<file path="config.mk">
export PLATFORM = sky130hd
export DESIGN_NAME = serial_adder_ctrl
export DESIGN_NICKNAME = d
export VERILOG_FILES = /design/src/rtl/serial_adder_ctrl.sv
export SDC_FILE = /design/constraint.sdc
export NUM_CORES = 1
export LEC_CHECK = 0
export CAP_MARGIN = 25
export CORE_ASPECT_RATIO = 0.6
export CORE_UTILIZATION = 45
export DETAILED_ROUTE_END_ITERATION = 16
export DONT_BUFFER_PORTS = 1
export GPL_TIMING_DRIVEN = 1
export MAX_ROUTING_LAYER = met4
export PLACE_DENSITY = 0.71
export SYNTH_ARGS = -nofsm -noshare
export SYNTH_HDL_FRONTEND = slang
export SYNTH_HIERARCHICAL = 1
export SYNTH_SLANG_ARGS = --single-unit
</file>
<file path="constraint.sdc">
create_clock -name i_clk -period 2.34 [get_ports i_clk]
set_clock_uncertainty 0.15 [all_clocks]
set_input_delay 0.351 -clock i_clk [delete_from_list [all_inputs] [get_ports i_clk]]
set_output_delay 0.351 -clock i_clk [all_outputs]
set_load 0.005 [all_outputs]
</file>
<file path="src/rtl/serial_adder_ctrl.sv">
// rtl/serial_adder_ctrl.sv - bit-serial WIDTH-bit adder sequencing one full_adder cell; optional subtract via SERIAL_ADDER_SUB_EN

// One-bit full-adder datapath cell shared by every bit position.
module full_adder (
    input  logic i_a,
    input  logic i_b,
    input  logic i_cin,
    output logic o_sum,
    output logic o_cout
);

    assign o_sum  = i_a ^ i_b ^ i_cin;
    assign o_cout = (i_a & i_b) | (i_cin & (i_a ^ i_b));

endmodule

// Controller: loads operands on accept, walks them LSB first through the
// cell with a registered carry, and publishes {cout,sum} with a done pulse.
module serial_adder_ctrl #(
    parameter int WIDTH = 8
) (
    input  logic             i_clk,
    input  logic             i_rst_n,
    input  logic             i_start,
    input  logic [WIDTH-1:0] i_a,
    input  logic [WIDTH-1:0] i_b,
    input  logic             i_cin,
`ifdef SERIAL_ADDER_SUB_EN
    input  logic             i_sub,
`endif
    output logic             o_busy,
    output logic             o_done,
    output logic [WIDTH-1:0] o_sum,
    output logic             o_cout
);

    // Counter must hold 0..WIDTH-1; keep at least one bit so WIDTH=1 works.
    localparam int CW = (WIDTH > 1) ? $clog2(WIDTH) : 1;
    localparam logic [CW-1:0] LAST_BIT = CW'(WIDTH - 1);

    typedef enum logic [1:0] {
        S_IDLE = 2'd0,
        S_RUN  = 2'd1,
        S_DONE = 2'd2
    } state_t;

    state_t           r_state;
    logic [WIDTH-1:0] r_a;
    logic [WIDTH-1:0] r_b;
    logic             r_carry;
    logic [CW-1:0]    r_cnt;
    logic [WIDTH-1:0] r_res;
    logic [WIDTH-1:0] r_sum;
    logic             r_cout;
    logic             r_busy;
    logic             r_done;

    logic             w_fa_sum;
    logic             w_fa_cout;
    logic [WIDTH-1:0] w_res_next;
    logic [WIDTH-1:0] w_b_load;
    logic             w_carry_load;

    // The single shared cell always looks at the current LSBs and carry.
    full_adder u_fa (
        .i_a    (r_a[0]),
        .i_b    (r_b[0]),
        .i_cin  (r_carry),
        .o_sum  (w_fa_sum),
        .o_cout (w_fa_cout)
    );

    // New sum bit enters at the MSB; after WIDTH shifts bit i sits at index i.
    assign w_res_next = WIDTH'({w_fa_sum, r_res} >> 1);

`ifdef SERIAL_ADDER_SUB_EN
    // Subtract is a + ~b + 1: invert B and force the initial carry to one.
    assign w_b_load     = i_sub ? ~i_b : i_b;
    assign w_carry_load = i_sub ? 1'b1 : i_cin;
`else
    assign w_b_load     = i_b;
    assign w_carry_load = i_cin;
`endif

    // Sequencer: IDLE accepts, RUN processes one bit per edge, DONE pulses once.
    always_ff @(posedge i_clk or negedge i_rst_n) begin
        if (!i_rst_n) begin
            r_state <= S_IDLE;
            r_a     <= '0;
            r_b     <= '0;
            r_carry <= 1'b0;
            r_cnt   <= '0;
            r_res   <= '0;
            r_sum   <= '0;
            r_cout  <= 1'b0;
            r_busy  <= 1'b0;
            r_done  <= 1'b0;
        end else begin
            case (r_state)
                S_IDLE: begin
                    r_done <= 1'b0;
                    if (i_start) begin
                        r_state <= S_RUN;
                        r_a     <= i_a;
                        r_b     <= w_b_load;
                        r_carry <= w_carry_load;
                        r_cnt   <= '0;
                        r_res   <= '0;
                        r_sum   <= '0;
                        r_cout  <= 1'b0;
                        r_busy  <= 1'b1;
                    end
                end
                S_RUN: begin
                    // start is deliberately not looked at here.
                    r_a     <= r_a >> 1;
                    r_b     <= r_b >> 1;
                    r_carry <= w_fa_cout;
                    r_res   <= w_res_next;
                    r_cnt   <= r_cnt + CW'(1);
                    if (r_cnt == LAST_BIT) begin
                        r_state <= S_DONE;
                        r_sum   <= w_res_next;
                        r_cout  <= w_fa_cout;
                        r_busy  <= 1'b0;
                        r_done  <= 1'b1;
                    end
                end
                S_DONE: begin
                    r_state <= S_IDLE;
                    r_done  <= 1'b0;
                end
                default: begin
                    r_state <= S_IDLE;
                    r_busy  <= 1'b0;
                    r_done  <= 1'b0;
                end
            endcase
        end
    end

    assign o_busy = r_busy;
    assign o_done = r_done;
    assign o_sum  = r_sum;
    assign o_cout = r_cout;

endmodule

</file>
### After elaboration in Yosys (flattened, before gate mapping)

Index checks and enable logic that the tools add are counted.

| word-level totals | value |
|---|---|
| logic and storage cells | 51 |
| output and inout port bits | 11 |
| register bits | 41 |

| cells by class | value |
|---|---|
| $add $sub $neg | 1 |
| reductions and logical operators | 6 |
| equal/unequal tests | 5 |
| bitwise logic cells | 6 |
| multiplexer cells | 23 |

Operators with widths:

| cell | number |
|---|---|
| $pmux 8 s2 | 4 |
| $mux 8 | 4 |
| $mux 1 | 7 |
| $pmux 3 s2 | 1 |
| $reduce_and 3->1 | 2 |
| $mux 2 | 2 |
| $ne 2x2->1 const B | 2 |
| $pmux 1 s2 | 2 |
| $pmux 2 s2 | 1 |
| $reduce_and 2->1 | 2 |
| $add 3x1->3 const B | 1 |
| $eq 3x3->1 const B | 1 |
| $mux 3 | 1 |
| $pmux 1 s3 | 1 |
| $and 1x1->1 | 2 |
| $eq 2x1->1 const B | 1 |
| $eq 2x2->1 const B | 1 |
| $logic_not 2->1 | 1 |
| $reduce_bool 2->1 | 1 |
| $xor 1x1->1 | 2 |
| $not 1->1 | 1 |
| $or 1x1->1 | 1 |

### Depth between registers and ports, before layout

Gate-level depths: netlist of the first run.

| depth | value |
|---|---|
| depth after elaboration | 5 |
| depth in mapped cells | 6 |

### By module

Netlist of the first run, hierarchy kept.

By module, submodules not included:

| module | cells an instance | area an instance (µm²) | instances |
|---|---|---|---|
| serial_adder_ctrl | 164 | 1736.7 | 1 |
| full_adder | 1 | 20.0 | 1 |

### Worst setup path after synthesis of the first run

No wires, ideal clock.

| path | value |
|---|---|
| path type | reg-to-reg |
| from | reg r_cnt[0] |
| to | reg r_cout, in the netlist o_cout |
| stages on the path, launching flop included | 7 |
| buffers on the path | 1 |
| data arrival time | 1.294 ns |
| period minus slack after synthesis | 1.565 ns |
| slack | 0.775 ns |
| required time | 2.069 ns |
| path through | dfrtp_1 > ha_1 > ha_1 > nor2b_1 > clkbuf_2 > a32oi_1 > nand2_1 |

| on the way | value |
|---|---|
| word-level cells in the longest chain between the ends | 3 |

Ends and longest elaborated chain:

| item | RTL line | source |
|---|---|---|
| start: declaration | 51 | `logic [CW-1:0] r_cnt;` |
| start signal: assignment | 120 | `r_cnt <= r_cnt + CW'(1);` |
| $eq 3x3->1 | 121 | `if (r_cnt == LAST_BIT) begin` |
| $ne 2x2->1 (no source line) | n/a |  |
| $reduce_and 3->1 (no source line) | n/a |  |
| end signal: assignment | 124 | `r_cout <= w_fa_cout;` |
| end: declaration | 54 | `logic r_cout;` |

No other way between the ends.
A chain may end at the register's enable or synchronous reset.

### Worst setup path in the final report of the first run

| path | value |
|---|---|
| from | reg r_cnt[0] |
| to | reg r_sum[7], in the netlist o_sum[7] |

| on the way | value |
|---|---|
| word-level cells in the longest chain between the ends | 3 |

Ends and longest elaborated chain:

| item | RTL line | source |
|---|---|---|
| $eq 3x3->1 | 121 |  |
| $ne 2x2->1 (no source line) | n/a |  |
| $reduce_and 3->1 (no source line) | n/a |  |
| end signal: assignment | 123 | `r_sum <= w_res_next;` |
| end: declaration | 53 | `logic [WIDTH-1:0] r_sum;` |

No other way between the ends.

==> results of run 1 <==
## worst max path at each step
stage | to | slack, ns | depth (start not counted)
2_1_floorplan | o_cout | 0.77 | 6
5_1_grt | o_sum[6] | 0.39 | 5
3_3_place_gp | o_sum[4] | 0.63 | 5
6_report | o_sum[7] | 0.55 | 5
3_5_place_dp | o_sum[5] | 0.57 | 5
4_1_cts | o_sum[5] | 0.55 | 5
## where the power goes
group | switching (uW) | leakage, uW | internal (uW)
Clock | 251 | 0.0000784 | 533
Combinational | 447 | 0.000295 | 373
Sequential | 278 | 0.000497 | 984
## layout make-up
cell class / instances / share of cell area
Sequential cell: 40 / 0.517
Multi-Input combinational cell: 109 / 0.340
Clock inverter: 3 / 0.0465
Clock buffer: 5 / 0.0356
Tap cell: 47 / 0.0304
Timing Repair Buffer: 4 / 0.0233
Inverter: 3 / 0.00711
## per-stage QoR
step,area [sq um],cells,total power [uW]
final,1940,211,2870
after global routing,1940,211,3040
after CTS,1940,211,2860
after detailed placement,1750,201,2060
after global placement,1750,201,2000
after floorplan,1760,165,1890
## logic make-up after synthesis
logic type / Yosys count / synth area share
compound gates: 59 / 0.231
simple gates: 47 / 0.118
flops: 40 / 0.570
buf+inv: 16 / 0.0555
fa+ha+maj: 3 / 0.0256
## timing repair
action,4_1_cts,5_1_grt
endpoints found under the setup margin,0,0
hold buffers,2,0
hold endpoints to repair,40,0
## flip-flops by register name (all words and copies together), names as in the netlist
register  flops
r_carry       1
r_a           8
r_cnt         3
r_state       2
r_b           8
o_done        1
r_res         7
o_sum         8
o_cout        1
o_busy        1
## layer usage
layer	GRT usage	wire length, um	share of wire	vias to the layer above
met2	0.264	1670	0.45	39
li1	-	-	-	597
met1	0.295	1770	0.47	649
met3	0.0818	283	0.076	2
met4	0.0517	11	0.0029	0
met5	-	0	0	-
## cells in the final DEF, fill, tap and decap left out, drive strengths merged
master,n
bufinv,3
o21bai,1
nor4b,1
nor2b,3
clkbuf,5
o21ai,4
ha,2
a32o,1
o22ai,19
nor3,1
inv,3
nand2b,3
dlygate4sd3,1
a22o,9
fa,1
buf,3
o21ba,1
dfrtp,40
a21oi,15
and3,1
a32oi,9
nand2,22
nor2,16
==> results.txt, run 1 <==
----------------------------------------------------
[Cells and area]
  Fillers ... 330
  Final #Nets ... around 190
  Share of final-layout standard cells stronger than drive strength 1 ... 0.0976
  Utilization of the core after routing ... 0.523
  Sequential cell area in the final layout ... between 1000 and 1500 sq um
  Antenna fix cells ... 0
  Area growth syn-to-layout ... 10.2%
  Area taken by multi-input logic gates ... between 600 and 700 sq um

[Synthesis]
  Yosys synthesis warning count ... 6
  FFs w/ async S/R, synth ... 1.00
  Post-synth top flop ... sky130_fd_sc_hd__dfrtp_1
  Synth Net Count ... between 150 and 200
  Cell accounting for the most synthesized area ... sky130_fd_sc_hd__dfrtp_1
  Library cell with the highest instance count after synthesis ... sky130_fd_sc_hd__dfrtp_1
  Leading cell types by total area after synthesis ... sky130_fd_sc_hd__dfrtp_1 (57%), sky130_fd_sc_hd__o22ai_1 (6.8%), sky130_fd_sc_hd__nand2_1 (4.7%)
  Post-Synthesis Cells ... around 170
  Most frequent cells after synthesis ... sky130_fd_sc_hd__dfrtp_1 (40), sky130_fd_sc_hd__nand2_1 (22), sky130_fd_sc_hd__o22ai_1 (19), sky130_fd_sc_hd__a21oi_1 (15), sky130_fd_sc_hd__nor2_1 (15)
  Sequential fraction of the synthesis area ... 0.570
  Netlist Area Pre-Place ... 1760 sq um
  EDFF count, synth ... 0
  Library cells used by synthesis ... 28
  Post-synthesis sequential element count ... 40
  Share of the synthesized area in the top cell type ... 0.570
  Synthesized area per cell ... approximately 11 sq um

[CTS]
  Post-CTS setup repair buffer count ... 0
  Clock tree from TritonCTS ... done
  Root buffer selected by CTS ... sky130_fd_sc_hd__clkbuf_8
  Clock latency at the later pin of the worst-skew pair ... 0.30 ns
  Total of cells resized after clock tree synthesis ... 0
  CTS sink cnt ... 40
  Maximum number of buffers from clock root to sink ... 2
  Clock-pin slew of the registers on the worst-case setup and hold paths ... 0.08 ns
  Number of CTS-inserted buffers ... 5
  Number of H-tree levels ... 2

[Detailed routing]
  Count of unresolved DRC violations after routing ... 0
  Average wire per cell in the routed design ... 17.7 um
  Overall via count from detail_route ... 1287
  Final Routed Wirelength ... between 3000 and 4000 um
  Remaining antenna violation count ... 0
  Avg Vias per Cell ... slightly above 6
  DRT Pass-1 Iters ... 4
  Number of DRC markers after the initial detailed-route iteration ... 144

[Floorplan]
  Ports ... 31
  Height of the die ... around 50 um
  Std cell rows ... 17
  Die width ... a little over 80 um
  Die ar. ... ~4200 sq um
  Core Area ... 3700 sq um
  Initial Util ... 0.475

[Global route]
  GR Overflow Total ... 0
  First-pass GRT wire length ... a little under 6000 um
  Pin count of the biggest net entering global routing ... 41
  Vias in the first global route ... between 1000 and 1500
  Number of antenna violations at the first check in global routing ... 0
  GR Util All Layers ... 0.204

[Power]
  Max rail drop VDD ... 0.000488 V
  Power per Cell Area ... around 1500 nW/um^2
  Static leakage power ... 0.000870 uW

[Min path]
  Number of cells on the worst hold path ... 2
  Classification of the worst-slack hold path ... in -> reg
  Hold path startpoint ... i_a[7]
  Endpoint of the worst hold path ... r_a[7]

[STA]
  Post-layout worst setup margin ... roughly 0.55 ns
  Hold Worst Slack ... ~0.018 ns
  Max-slew headroom at the worst pin ... 0.586
  Setup repair after global routing missed its margin ... false
  Final period util ... 0.765
  Peak clock frequency supported by timing ... roughly 0.56 GHz
  Slew @ Worst Pin ... a little over 0.6 ns
  Shortest period the worst path allows ... 1.79 ns
  Setup violations, final ... 0
  Final total negative setup slack ... 0 ns
  Number of pins with negative max-slew slack in the final report ... 0
  Hold violation total from the final report ... 0

[Worst setup path]
  Required time at the endpoint of the critical path ... between 2 and 2.5 ns
  Register-to-Register Setup Slack ... 0.55 ns
  Critical-path maximum fanout ... 9
  Register-to-Register Path Depth ... 5
  Slowest stage cell on the critical path ... sky130_fd_sc_hd__nor2b_1
  Crit path largest cell delay ... ~0.52 ns
  Worst setup path startpoint ... r_cnt[0]
  Family with the most delay on the worst path ... simple AND/OR/NAND/NOR gates
  Buffers plus inverters on the worst setup path ... 0
  WP data arrival ... 1.88 ns
  Type of element launching the critical path ... flop
  Critical register-to-register path endpoint ... o_sum[7]
  Crit Path Category ... reg -> reg
  Beginning of the worst register-to-register path ... r_cnt[0]
  CP most frequent cell ... sky130_fd_sc_hd__ha_1
  CP endpoint kind ... flop
  CP cell instances ... ha_1, ha_1, nor2b_1, a32oi_1, nand2_1

[Placed design]
  Final GP Congestion ... ~0.76
  Setup Slack @ Placement ... approximately 0.57 ns
  Placed wire-length estimate after detailed placement ... around 2500 um
  Port Buffers ... 0

[Job]
  Max-capacitance violation count ... 0

[Outcome]
  Outcome ... finished, final reports clean

----------------------------------------------------
Note: power is estimated with default switching activity, not from simulation.
==> run 2, diff against run 1 <==
==> constraint.sdc (replaced) <==
create_clock -name i_clk -period 1.65 [get_ports i_clk]
set_clock_uncertainty 0.15 [all_clocks]
set_input_delay 0.2475 -clock i_clk [delete_from_list [all_inputs] [get_ports i_clk]]
set_output_delay 0.2475 -clock i_clk [all_outputs]
set_load 0.005 [all_outputs]
==> run 2 against run 1 <==
Against the previous run:
- clock power decreased by 16%
- register-to-register slack got worse by 0.43 ns
- wire length decreased by 5.0%
- sequential power increased by 40%
- critical endpoint is now o_sum[4]
- non-clock buffer count increased by 4
- critical path depth unchanged
- clock-buffer cell count increased by 3
==> results.txt, run 2 (synthesis results as in run 1) <==
----------------------------------------------------
[Outcome]
  Outcome ... finished, final reports clean

[Worst setup path]
  Crit path largest cell delay ... 0.39 ns (-0.13 ns)
  Type of element launching the critical path ... flop
  Register-to-Register Path Depth ... 5 (unchanged)
  CP cell instances ... ha_1, ha_2, nor2b_4, a32oi_2, nand2_1
  Beginning of the worst register-to-register path ... r_cnt[0]
  Crit Path Category ... reg -> reg
  Critical-path maximum fanout ... 9 (unchanged)
  Buffers plus inverters on the worst setup path ... 0 (unchanged)
  Slowest stage cell on the critical path ... sky130_fd_sc_hd__dfrtp_1
  Register-to-Register Setup Slack ... 0.12 ns (-0.43 ns)
  Required time at the endpoint of the critical path ... 1.68 ns (-0.75 ns)
  CP endpoint kind ... flop
  Critical register-to-register path endpoint ... o_sum[4]
  Family with the most delay on the worst path ... adder cells
  WP data arrival ... 1.56 ns (-0.32 ns)

[Cells and area]
  Final #Nets ... 190 (+2.2%)
  Area taken by multi-input logic gates ... 683 sq um (+3.8%)
  Fillers ... 341 (+3.3%)
  Sequential cell area in the final layout ... 1000 sq um (unchanged)
  Top library cells by usage in the layout, fill and taps aside ... sky130_fd_sc_hd__dfrtp_1 (40), sky130_fd_sc_hd__nand2_1 (22), sky130_fd_sc_hd__o22ai_1 (19)
  Share of final-layout standard cells stronger than drive strength 1 ... 0.119 (+0.0215)
  Commonest non-fill, non-tap cell in the layout ... sky130_fd_sc_hd__dfrtp_1
  Area growth syn-to-layout ... 9.69%
  Antenna fix cells ... 0 (unchanged)

[Detailed routing]
  Final Routed Wirelength ... 3550 um (-5.0%)
  Avg Vias per Cell ... 6.02 (-1.3%)
  Count of unresolved DRC violations after routing ... 0 (unchanged)
  Number of DRC markers after the initial detailed-route iteration ... 97 (-33%)
  Average wire per cell in the routed design ... 16.5 um (-6.8%)
  Overall via count from detail_route ... 1294 (+0.54%)
  DRT Pass-1 Iters ... 4 (unchanged)
  Remaining antenna violation count ... 0 (unchanged)

[Global route]
  Pin count of the biggest net entering global routing ... 41 (unchanged)
  GR Util All Layers ... 0.200 (-0.00395)
  Vias in the first global route ... 1284 (+4.1%)
  Number of antenna violations at the first check in global routing ... 0 (unchanged)
  First-pass GRT wire length ... 5980 um (+0.12%)
  GR Overflow Total ... 0 (unchanged)

[Floorplan]
  Ports ... 31 (unchanged)
  Std cell rows ... 17 (unchanged)
  Core Area ... 3700 sq um (unchanged)
  Initial Util ... 0.475 (unchanged)
  Die width ... 82.7 um (unchanged)
  Height of the die ... 50.4 um (unchanged)
  Die ar. ... 4170 sq um (unchanged)

[Min path]
  Number of cells on the worst hold path ... 2 (unchanged)
  Endpoint of the worst hold path ... r_b[6]
  Classification of the worst-slack hold path ... in -> reg
  Hold path startpoint ... i_b[6]

[STA]
  Slew @ Worst Pin ... 0.416 ns (-0.204 ns)
  Shortest period the worst path allows ... 1.53 ns (-0.261 ns)
  Setup violations, final ... 0 (unchanged)
  Number of pins with negative max-slew slack in the final report ... 0 (unchanged)
  Post-layout worst setup margin ... 0.120 ns (-0.429 ns)
  Final period util ... 0.927 (+0.162)
  Max-slew headroom at the worst pin ... 0.723 (+0.136)
  Hold violation total from the final report ... 0 (unchanged)
  Setup repair after global routing missed its margin ... false
  Peak clock frequency supported by timing ... 0.654 GHz (+17%)

[CTS]
  Maximum number of buffers from clock root to sink ... 2 (unchanged)
  Clock-pin slew of the registers on the worst-case setup and hold paths ... 0.07 ns (about the same)
  Clock latency at the later pin of the worst-skew pair ... 0.29 ns (about the same)
  Number of H-tree levels ... 2 (unchanged)
  Root buffer selected by CTS ... sky130_fd_sc_hd__clkbuf_8
  Clock tree from TritonCTS ... done
  Post-CTS setup repair buffer count ... 0 (unchanged)
  CTS sink cnt ... 40 (unchanged)
  Number of CTS-inserted buffers ... 5 (unchanged)

[Placed design]
  Final GP Congestion ... 0.755 (-1.2%)
  Port Buffers ... 0 (unchanged)
  Setup Slack @ Placement ... -0.139 ns (-0.709 ns)
  Placed wire-length estimate after detailed placement ... 2380 um (-3.4%)

[Power]
  Power per Cell Area ... 1910 nW/um^2 (+29%)
  Max rail drop VDD ... 0.000632 V (+29%)
  Overall power ... 3670 uW (+28%)
  Static leakage power ... 0.000860 uW (-1.1%)

[Job]
  Max-capacitance violation count ... 0 (unchanged)

----------------------------------------------------
run 2: cell types whose count changed in the layout (fill, tap and decap cells not counted):
cell,delta
sky130_fd_sc_hd__a32oi_1,-2
sky130_fd_sc_hd__a32oi_2,+2
sky130_fd_sc_hd__buf_4,+2
sky130_fd_sc_hd__bufinv_16,-3
sky130_fd_sc_hd__clkbuf_1,+2
sky130_fd_sc_hd__clkbuf_8,+1
sky130_fd_sc_hd__dlygate4sd3_1,+2
sky130_fd_sc_hd__ha_1,-1
sky130_fd_sc_hd__ha_2,+1
sky130_fd_sc_hd__nor2b_1,-1
sky130_fd_sc_hd__nor2b_4,+1
run 2: per-stage QoR:
| step | instance area, sq um | hold slack, ns | std cells | utilization | setup TNS (ns) |
|---|---|---|---|---|---|
| finish | 1930 | 0.00826 | 215 | 0.521 | 0 |
| global route | 1930 | 0.0202 | 215 | 0.521 | 0 |
| CTS | 1900 | 0.000683 | 215 | 0.515 | 0 |
| detailed placement | 1760 | -0.198 | 203 | 0.476 | -1.19 |
| global placement | 1760 | -0.197 | 203 | 0.476 | -0.267 |
| floorplan | 1760 | -0.198 | 165 | - | 0 |
run 2: cell type report:
type	instances	share of cell area
Multi-Input combinational cell	109	0.355
Clock buffer	8	0.0468
Timing Repair Buffer	8	0.0416
Inverter	3	0.00714
Tap cell	47	0.0305
Sequential cell	40	0.519
run 2: routing by layer:
layer / global-route usage / part of all wire / up-vias
met2: 0.277 / 0.45 / 41
met5: - / 0 / -
met1: 0.267 / 0.46 / 644
met3: 0.0691 / 0.082 / 4
met4: 0.0833 / 0.0099 / 0
li1: - / - / 605
run 2: where the power goes:
part	internal [uW]	total, uW	switching (uW)
sequential	1400	1770	373
combinational	573	1240	667
clock	341	661	321
run 2: worst max-delay path by stage:
stage	start	to	slack, ns	cells past startpoint
final	r_cnt[0]	o_sum[4]	0.12	5
after global placement	r_cnt[0]	o_sum[6]	-0.04	5
after floorplan	r_cnt[0]	o_cout	0.08	6
after global routing	r_cnt[0]	o_sum[0]	0.009	5
after detailed placement	r_cnt[0]	o_cout	-0.14	5
after CTS	r_cnt[0]	o_sum[4]	0.03	5
run 2: what timing repair did:
| action | CTS | global route |
|---|---|---|
| resized for setup | 1 | 4 |
| setup endpoints to repair | 9 | 9 |
| hold endpoints to repair | 42 | 0 |
| pin swaps | 0 | 1 |
| hold buffers | 4 | 0 |
